**config.mk**
```make
export PLATFORM = sky130hd
export DESIGN_NAME = sys_arr_tile_ctrl
export DESIGN_NICKNAME = d
export VERILOG_FILES = /design/src/rtl/sys_arr_tile_ctrl.sv
export SDC_FILE = /design/constraint.sdc
export NUM_CORES = 1
export LEC_CHECK = 0
export CORE_MARGIN = 1
export CORE_UTILIZATION = 38
export DETAILED_ROUTE_END_ITERATION = 6
export PLACE_DENSITY = 0.77
export SYNTH_ARGS = -nofsm -noshare
export SYNTH_HDL_FRONTEND = slang
export SYNTH_SLANG_ARGS = --single-unit
```
**constraint.sdc**
```tcl
create_clock -name clk -period 1.8 [get_ports clk]
set_input_delay 0.36 -clock clk [delete_from_list [all_inputs] [get_ports clk]]
set_output_delay 0.36 -clock clk [all_outputs]
set_load 0.1 [all_outputs]
```
**src/rtl/sys_arr_tile_ctrl.sv**
```systemverilog
// Tile sequencer for the DSP systolic array: loads A/B operand tiles from a stream,
// starts the array, waits for done, then drains the result buffer as a stream.
module sys_arr_tile_ctrl #(
  parameter int unsigned BW = 2,
  parameter int unsigned N  = 4,
  localparam int unsigned BEATS = N * N / BW,
  localparam int unsigned AW    = (BEATS > 1) ? $clog2(BEATS) : 1
) (
  input  logic                 clk,
  input  logic                 rst,
  input  logic                 en,
  input  logic                 in_valid,
  output logic                 in_ready,
  input  logic [BW-1:0][31:0]  in_stream,
  output logic                 out_valid,
  input  logic                 out_ready,
  output logic [BW-1:0][31:0]  out_stream,
  output logic                 arr_wr_en,
  output logic                 arr_wr_sel,
  output logic [AW-1:0]        arr_wr_addr,
  output logic [BW-1:0][31:0]  arr_wr_data,
  output logic                 arr_start,
  input  logic                 arr_done,
  output logic [AW-1:0]        arr_rd_addr,
  input  logic [BW-1:0][31:0]  arr_rd_data,
  output logic                 busy,
  output logic [15:0]          tile_cnt,
  output logic [31:0]          compute_cycles
);

  typedef enum logic [2:0] {
    StIdle, StLoadA, StLoadB, StStart, StWait, StRd, StCap, StSend
  } state_e;

  state_e               state_q, state_d;
  logic [AW-1:0]        k_q, k_d;
  logic [31:0]          cyc_q, cyc_d;
  logic [31:0]          compute_cycles_q, compute_cycles_d;
  logic [15:0]          tile_cnt_q, tile_cnt_d;
  logic [BW-1:0][31:0]  out_q, out_d;
  logic                 last_k;

  assign last_k = (k_q == AW'(BEATS - 1));

  always_ff @(posedge clk) begin
    if (rst) begin
      state_q          <= StIdle;
      k_q              <= '0;
      cyc_q            <= '0;
      compute_cycles_q <= '0;
      tile_cnt_q       <= '0;
      out_q            <= '0;
    end else begin
      state_q          <= state_d;
      k_q              <= k_d;
      cyc_q            <= cyc_d;
      compute_cycles_q <= compute_cycles_d;
      tile_cnt_q       <= tile_cnt_d;
      out_q            <= out_d;
    end
  end

  always_comb begin
    state_d          = state_q;
    k_d              = k_q;
    cyc_d            = cyc_q;
    compute_cycles_d = compute_cycles_q;
    tile_cnt_d       = tile_cnt_q;
    out_d            = out_q;
    in_ready         = 1'b0;
    arr_wr_en        = 1'b0;
    arr_wr_sel       = 1'b0;
    arr_start        = 1'b0;
    out_valid        = 1'b0;

    unique case (state_q)
      StIdle: begin
        if (en) begin
          state_d = StLoadA;
          k_d     = '0;
        end
      end
      StLoadA, StLoadB: begin
        in_ready   = 1'b1;
        arr_wr_en  = in_valid;
        arr_wr_sel = (state_q == StLoadB);
        if (in_valid) begin
          if (last_k) begin
            k_d     = '0;
            state_d = (state_q == StLoadA) ? StLoadB : StStart;
          end else begin
            k_d = k_q + AW'(1);
          end
        end
      end
      StStart: begin
        arr_start = 1'b1;
        cyc_d     = '0;
        state_d   = StWait;
      end
      StWait: begin
        cyc_d = cyc_q + 32'd1;
        // The done cycle itself counts toward the reported compute time.
        if (arr_done) begin
          compute_cycles_d = cyc_q + 32'd1;
          k_d              = '0;
          state_d          = StRd;
        end
      end
      StRd: begin
        state_d = StCap;
      end
      StCap: begin
        out_d   = arr_rd_data;
        state_d = StSend;
      end
      StSend: begin
        out_valid = 1'b1;
        if (out_ready) begin
          if (last_k) begin
            tile_cnt_d = tile_cnt_q + 16'd1;
            state_d    = StIdle;
          end else begin
            k_d     = k_q + AW'(1);
            state_d = StRd;
          end
        end
      end
      default: state_d = StIdle;
    endcase
  end

  assign arr_wr_addr    = k_q;
  assign arr_wr_data    = in_stream;
  assign arr_rd_addr    = k_q;
  assign out_stream     = out_q;
  assign busy           = (state_q != StIdle);
  assign tile_cnt       = tile_cnt_q;
  assign compute_cycles = compute_cycles_q;

endmodule

```
==> summary.log, run 1 <==
[worst_hold_path] classification of the worst-slack hold path input port to flop
[critical_path] stage delay of the slowest cell on the critical path 350 ps
[clocking] number of H-tree levels 4
[synthesis] compound-gate portion of the synthesized area 15.9%
[grt] pin count of the biggest net entering global routing 106
[timing] achievable clock frequency 546 MHz
[finish] area of all placed cells without fillers 11500 um^2
[synthesis] mux contribution to synthesized area 0.442%
[synthesis] yosys synthesis warning count 0
[timing] time the worst path needs with I/O delays and setup 1830 ps
[synthesis] combinational family with the most area after synthesis simple AND/OR/NAND/NOR gates
[placement] total cell area at the placement stage 10500 um^2
[synthesis] fraction of synthesized cell area in xor and xnor cells 5.45%
[clocking] cell chosen for the clock root clkbuf_16
[finish] number of inserted diodes 0
[synthesis] cell area after technology mapping 7080 um^2
[timing] transition time at the pin with the least slew margin 476 ps
[synthesis] Synth cell types 54
[placement] setup slack at placement -254 ps
[critical_path] most frequent CP cell buf_6
[finish] commonest cells after routing, fill and taps aside nand2_1, dfxtp_1, buf_12
[critical_path] slowest library cell on the worst path dfxtp_4
[floorplanning] placeable core area 18100 um^2
[routing] number of nets with antenna violations after routing 0
[floorplanning] effective utilization at floorplan 39.1%
[critical_path] critical path type flop to output pin
[synthesis] share of synthesized cell area in and, or, nand and nor gates 22.8%
[run_status] violations in the final reports DRC, setup timing
[timing] Worst Setup Slack, final -32.4 ps
[pwr] worst vdd ir 660 uV
[pwr] leak pwr 4.12 nW
[finish] fraction of final layout cells with drive strength greater than 1 29.4%
[timing] number of setup violations in the final report 2
[worst_hold_path] worst min-delay path startpoint rst
[clocking] CTS clk-pin slew, worst paths 60 ps
[grt] via count of the first global-routing pass 6319
[routing] DRC Markers 22
[grt] grt ovf 0
[timing] hold_ws 331 ps
[critical_path] Crit path arrival time 1470 ps
[synthesis] most area-consuming cells after synthesis dfxtp_1, nand2_1, buf_4, a21oi_1, xnor2_1
[synthesis] number of nets produced by synthesis 1024
[grt] number of antenna violations at the first check in global routing 0
[placement] number of buffer cells added on primary ports 193
[critical_path] startpoint class of the critical path flop
[floorplanning] number of primary I/O pins 322
[timing] final hold viol count 0
[finish] leading cell type in the layout, fill and taps excluded nand2_1
[synthesis] number of flops mapped to enable cells by yosys 0
[placement] Final HPWL DP 14700 um
[synthesis] share of Yosys cell area claimed by the top area cell type 42.4%
[floorplanning] Total Die Area 19200 um^2
[timing] Final Max Tran Viols 0
[finish] net total in the final layout 1199
[routing] vias per cell 5.17
[timing] unrepaired setup endpoints after global routing true
[timing] Clock Skews 9.77 ps
[clocking] maximum root-to-sink buffer count 2
[clocking] number of clock buffers inserted by TritonCTS 17
[synthesis] Avg Cell Area, Syn 7.99 um^2
[pwr] Tot Pwr 7.37 mW
[floorplanning] standard-cell rows 49
[synthesis] post-synthesis register bit count 150
[synthesis] most instantiated flip-flop cell in the synthesis netlist dfxtp_1
[critical_path] maximum fanout along the worst path 5
[timing] normalized max-slew margin 68.3%
[grt] overall fraction of global-route tracks in use 21.6%
[routing] total vias in the final route 6732
[timing] final cycle utilization of the critical path 102%
[critical_path] Data required, critical path 1440 ps
[placement] placer congestion estimate 0.831
[pwr] pwr dens 639 nW/um^2
[critical_path] Crit. End Element output pin
[synthesis] share of synthesized area occupied by flip-flops and latches 42.4%
[routing] final wirelength 21100 um
[routing] TritonRoute pass-1 iters 7
[critical_path] family of cells with the greatest summed delay on the critical path buffers and inverters
[synthesis] dominant cell type by area after synthesis dfxtp_1
[synthesis] Syn Inst Count 886
[floorplanning] floorplan die height 138 um
[finish] number of fillers in the final layout 1350
[grt] first-pass GRT wire length 33100 um
[floorplanning] die width 138 um
[synthesis] async set or reset register ratio after synthesis 0%
[run_status] result of the run finished with violations
[critical_path] series of cell instances along the critical path buf_6, buf_6, buf_6, nor2_4, buf_12
[critical_path] timing startpoint of the critical path state_q[0]$_SDFFE_PP0P_
[routing] routed wire length per instance 16.2 um
[clocking] clock tree from TritonCTS yes
[clocking] CTS sink count 150
[finish] Layout Area Growth over Synthesis 63.2%
[job] # Max-Cap Violations 0
[critical_path] worst flop-to-flop path startpoint arr_rd_addr[0]$_SDFFE_PP0P_
[critical_path] Buffers & Inverters on Critical Path 4
[routing] violation count after the first detailed-route iteration 431
[clocking] clock latency at the later pin of the worst-skew pair 420 ps
[synthesis] Adder-Cell Fraction of Synth Area 0.707%
==> sequential cells by signal (all words and copies together), names as in the netlist <==
| signal | cells |
|---|---|
| cyc_q | 32 |
| state_q | 3 |
| arr_rd_addr | 3 |
| tile_cnt | 16 |
| out_stream | 64 |
| compute_cycles | 32 |
==> layer usage <==
metal  up-vias  wire [um]  global-route usage, %
li1       3328          -                      -
met1      3099       8790                   27.1
met2       251      10300                   35.4
met3        54       1330                   5.09
met4         0        727                   9.82
met5         -          0                      0
==> synthesized netlist by cell type, drive strengths merged, types with 2 or more instances <==
| master | instances |
|---|---|
| ha | 4 |
| and3 | 7 |
| nor4 | 10 |
| o21a | 2 |
| or3 | 10 |
| clkbuf | 40 |
| a21oi | 101 |
| a41oi | 3 |
| nand3b | 4 |
| and2 | 6 |
| mux2i | 2 |
| a211oi | 30 |
| o21ai | 20 |
| xor2 | 17 |
| nand3 | 25 |
| nand4 | 16 |
| buf | 96 |
| nand2 | 165 |
| dfxtp | 150 |
| or2 | 2 |
| inv | 15 |
| nor2b | 4 |
| a2111oi | 2 |
| o22ai | 4 |
| nand2b | 4 |
| xnor2 | 27 |
| and4 | 7 |
| a311oi | 4 |
| a31oi | 10 |
| nor3 | 19 |
| o31ai | 7 |
| nor2 | 61 |
==> report_power, final <==
| part | total, mW | internal [mW] | switching [mW] |
|---|---|---|---|
| clock | 3.58 | 2.09 | 1.48 |
| sequential | 3.32 | 3.32 | 0.00416 |
| combinational | 0.480 | 0.249 | 0.231 |
| total | 7.37 | 5.66 | 1.72 |
==> worst register-to-register path, cell delays in order (launching register included) <==
cell,delay [ps]
dfxtp_4,360
ha_4,140
ha_4,150
and4_4,230
nand4_1,120
buf_6,180
nor4_4,280
xnor2_1,140
nor2_1,50
==> stage by stage <==
step,utilization [%],TNS (ps),instances
finish,63.8,-63.3,1303
CTS,62.4,-225,1289
global placement,58.1,-1450,1245
floorplan,-,-3340,886
global route,63.8,-418,1303
detailed placement,58.1,-2500,1245
==> final cells by class <==
type	count	area, um^2	area share [%]
clock inverters	13	148	1.28
repair buffers	292	4090	35.4
well taps	229	287	2.48
inverters	15	60.1	0.520
clock buffers	19	443	3.84
flip-flops and latches	150	3040	26.3
multi-input cells	585	3480	30.1
==> logic make-up after synthesis <==
kind of cell	Yosys count
flops	150
buf+inv	151
fa+ha+maj	4
simple gates	344
mux	3
compound gates	190
xor+xnor	44
==> repair_timing <==
| item | CTS | global route |
|---|---|---|
| endpoints found under the setup margin | 11 | 56 |
| hold buffers | 0 | 0 |
| gates resized for setup | 20 | 41 |
| setup buffers | 13 | 16 |
| pin swaps | 5 | 14 |
==> worst paths after layout <==
path	endpoint	slack, ps	cells after the start
setup / recovery	arr_wr_sel	-30	5
hold / removal	cyc_q[15]$_SDFFE_PP0P_	330	3
setup reg to reg	tile_cnt[11]$_SDFFE_PP0P_	20	8
hold reg to reg	out_stream[28]$_SDFFE_PP0P_	490	2
Note: power is estimated with default switching activity, not from simulation.
==> run 2, diff against run 1 <==
--- a/config.mk
+++ b/config.mk
@@ -5,10 +5,12 @@
 export SDC_FILE = /design/constraint.sdc
 export NUM_CORES = 1
 export LEC_CHECK = 0
+export CAP_MARGIN = 10
 export CORE_MARGIN = 1
-export CORE_UTILIZATION = 38
+export CORE_UTILIZATION = 42
 export DETAILED_ROUTE_END_ITERATION = 6
-export PLACE_DENSITY = 0.77
+export PLACE_DENSITY = 0.81
+export REMOVE_ABC_BUFFERS = 1
 export SYNTH_ARGS = -nofsm -noshare
 export SYNTH_HDL_FRONTEND = slang
 export SYNTH_SLANG_ARGS = --single-unit
==> constraint.sdc (replaced) <==
create_clock -name clk -period 1.85 [get_ports clk]
set_input_delay 0.37 -clock clk [delete_from_list [all_inputs] [get_ports clk]]
set_output_delay 0.37 -clock clk [all_outputs]
set_load 0.1 [all_outputs]
==> summary.log, run 2 (same netlist as run 1, synthesis figures left out) <==
[pwr] Tot Pwr 7.53 mW [+2.1%]
[clocking] number of H-tree levels 4 [unchanged]
[timing] normalized max-slew margin 56.0% [-12 points]
[routing] total vias in the final route 7298 [+8.4%]
[critical_path] maximum fanout along the worst path 6 [+1]
[finish] net total in the final layout 1194 [-0.42%]
[routing] TritonRoute pass-1 iters 7 [unchanged]
[finish] max reg flops 64 [unchanged]
[timing] Final Max Tran Viols 0 [unchanged]
[floorplanning] Total Die Area 17400 um^2 [-9.4%]
[routing] violation count after the first detailed-route iteration 599 [+39%]
[finish] fraction of final layout cells with drive strength greater than 1 28.6% [-0.86 points]
[clocking] clock tree from TritonCTS yes
[job] # Max-Cap Violations 0 [unchanged]
[floorplanning] placeable core area 16500 um^2 [-8.6%]
[finish] number of inserted diodes 0 [unchanged]
[timing] time the worst path needs with I/O delays and setup 1880 ps
[grt] first-pass GRT wire length 36700 um [+11%]
[floorplanning] standard-cell rows 47 [-4.1%]
[placement] Final HPWL DP 17200 um [+17%]
[timing] final cycle utilization of the critical path 101%
[run_status] violations in the final reports DRC, setup timing
[critical_path] Data required, critical path 1480 ps [+40 ps]
[pwr] pwr dens 690 nW/um^2 [+8.1%]
[timing] Worst Setup Slack, final -25.3 ps [+7.10 ps]
[routing] routed wire length per instance 20.2 um [+24%]
[worst_hold_path] classification of the worst-slack hold path input port to flop
[run_status] result of the run finished with violations
[placement] number of buffer cells added on primary ports 193 [unchanged]
[routing] DRC Markers 36 [+64%]
[clocking] CTS Hold Bufs 0 [unchanged]
[finish] Core Util, Final 66.0% [+2.2 points]
[clocking] maximum root-to-sink buffer count 2 [unchanged]
[timing] Clock Skews 15.7 ps [+5.94 ps]
[finish] number of fillers in the final layout 1237 [-8.4%]
[clocking] clock latency at the later pin of the worst-skew pair 430 ps [about the same]
[timing] number of setup violations in the final report 5 [+3]
[critical_path] Crit. End Element output pin
[floorplanning] die width 132 um [-4.8%]
[grt] overall fraction of global-route tracks in use 27.4% [+5.8 points]
[critical_path] startpoint class of the critical path flop
[finish] Layout Area Growth over Synthesis 54.2%
[routing] vias per cell 5.67 [+9.7%]
[grt] grt ovf 0 [unchanged]
[placement] placer congestion estimate 0.849 [+2.2%]
[floorplanning] effective utilization at floorplan 42.8% [+3.7 points]
[timing] transition time at the pin with the least slew margin 656 ps [+180 ps]
[timing] achievable clock frequency 533 MHz
[critical_path] critical path type flop to output pin
[timing] unrepaired setup endpoints after global routing true
[grt] number of antenna violations at the first check in global routing 0 [unchanged]
[finish] leading cell type in the layout, fill and taps excluded nand2_1
[pwr] leak pwr 3.98 nW [-3.4%]
[clocking] CTS clk-pin slew, worst paths 70 ps [about the same]
[routing] final wirelength 26000 um [+23%]
[floorplanning] floorplan die height 132 um [-4.8%]
[clocking] number of clock buffers inserted by TritonCTS 17 [unchanged]
[critical_path] Crit path arrival time 1510 ps [+40 ps]
[clocking] CTS sink count 150 [unchanged]
[timing] final hold viol count 0 [unchanged]
[clocking] cell chosen for the clock root clkbuf_16
[pwr] worst vdd ir 651 uV [-1.4%]
[grt] pin count of the biggest net entering global routing 106 [unchanged]
[floorplanning] number of primary I/O pins 322 [unchanged]
[grt] via count of the first global-routing pass 6480 [+2.5%]
[finish] commonest cells after routing, fill and taps aside nand2_1, dfxtp_1, buf_4
[routing] number of nets with antenna violations after routing 0 [unchanged]
## run 2: cell count changes in the layout (fill, tap and decap cells not counted), sizes merged
cell,before,now
clkdlybuf4s50,67,68
buf,223,218
clkinvlp,5,1
clkinv,4,5
inv,17,18
dlymetal6s2s,1,0
clkbuf,20,18
bufinv,2,5
## run 2: through the flow
stage          setup slack, ps  hold WS (ps)  setup TNS, ps  cell area (um^2)  std cells
4_1_cts                  -31.7           311          -45.7             10600       1272
5_1_grt                   -105           327           -875             10900       1288
6_report                 -25.3           329          -48.5             10900       1288
3_5_place_dp              -246           450          -2340              9790       1235
2_1_floorplan            -1610           439        -119610              6270        750
3_3_place_gp              -184           443          -2710              9790       1234
## run 2: where the power goes
part	internal, mW	switching, mW	total, mW
combinational	0.229	0.212	0.441
sequential	3.23	0.00665	3.24
clock	2.41	1.45	3.85
## run 2: routing by layer
metal,up-vias,global-route usage (%),part of all wire (%)
li1,3307,-,-
met1,3438,32.3,39
met2,460,40.3,44
met3,85,15.3,12
met4,8,10.4,3.4
met5,-,10.3,0.90
## run 2: path summary, 6_finish.rpt
path,startpoint,to,slack [ps],cells past startpoint
worst max-delay path,state_q[1]$_SDFFE_PP0P_,arr_wr_en,-30,5
worst min-delay path,rst,cyc_q[2]$_SDFFE_PP0P_,330,3
worst max register to register,arr_rd_addr[0]$_SDFFE_PP0P_,tile_cnt[7]$_SDFFE_PP0P_,-10,7
worst min register to register,out_stream[31]$_SDFFE_PP0P_,out_stream[31]$_SDFFE_PP0P_,450,2
## run 2: timing repair
action	4_1_cts	5_1_grt
setup endpoints to repair	19	43
setup buffers	6	15
gates cloned	0	1
gates resized for setup	17	48
pin swaps	6	17
## run 2: layout make-up
type	instances	area, um^2	share of cell area [%]
clock buffers	17	425	3.90
clock inverters	14	224	2.05
inverters	15	56.3	0.516
multi-input cells	585	3430	31.4
flip-flops and latches	150	3020	27.7
well taps	220	275	2.52
repair buffers	287	3480	31.9
## run 2: worst max-delay path, stage by stage (launching register included)
cell     delay [ps]
dfxtp_4         360
buf_8           140
xnor2_4         150
nor3_2          120
buf_4           140
buf_12          160
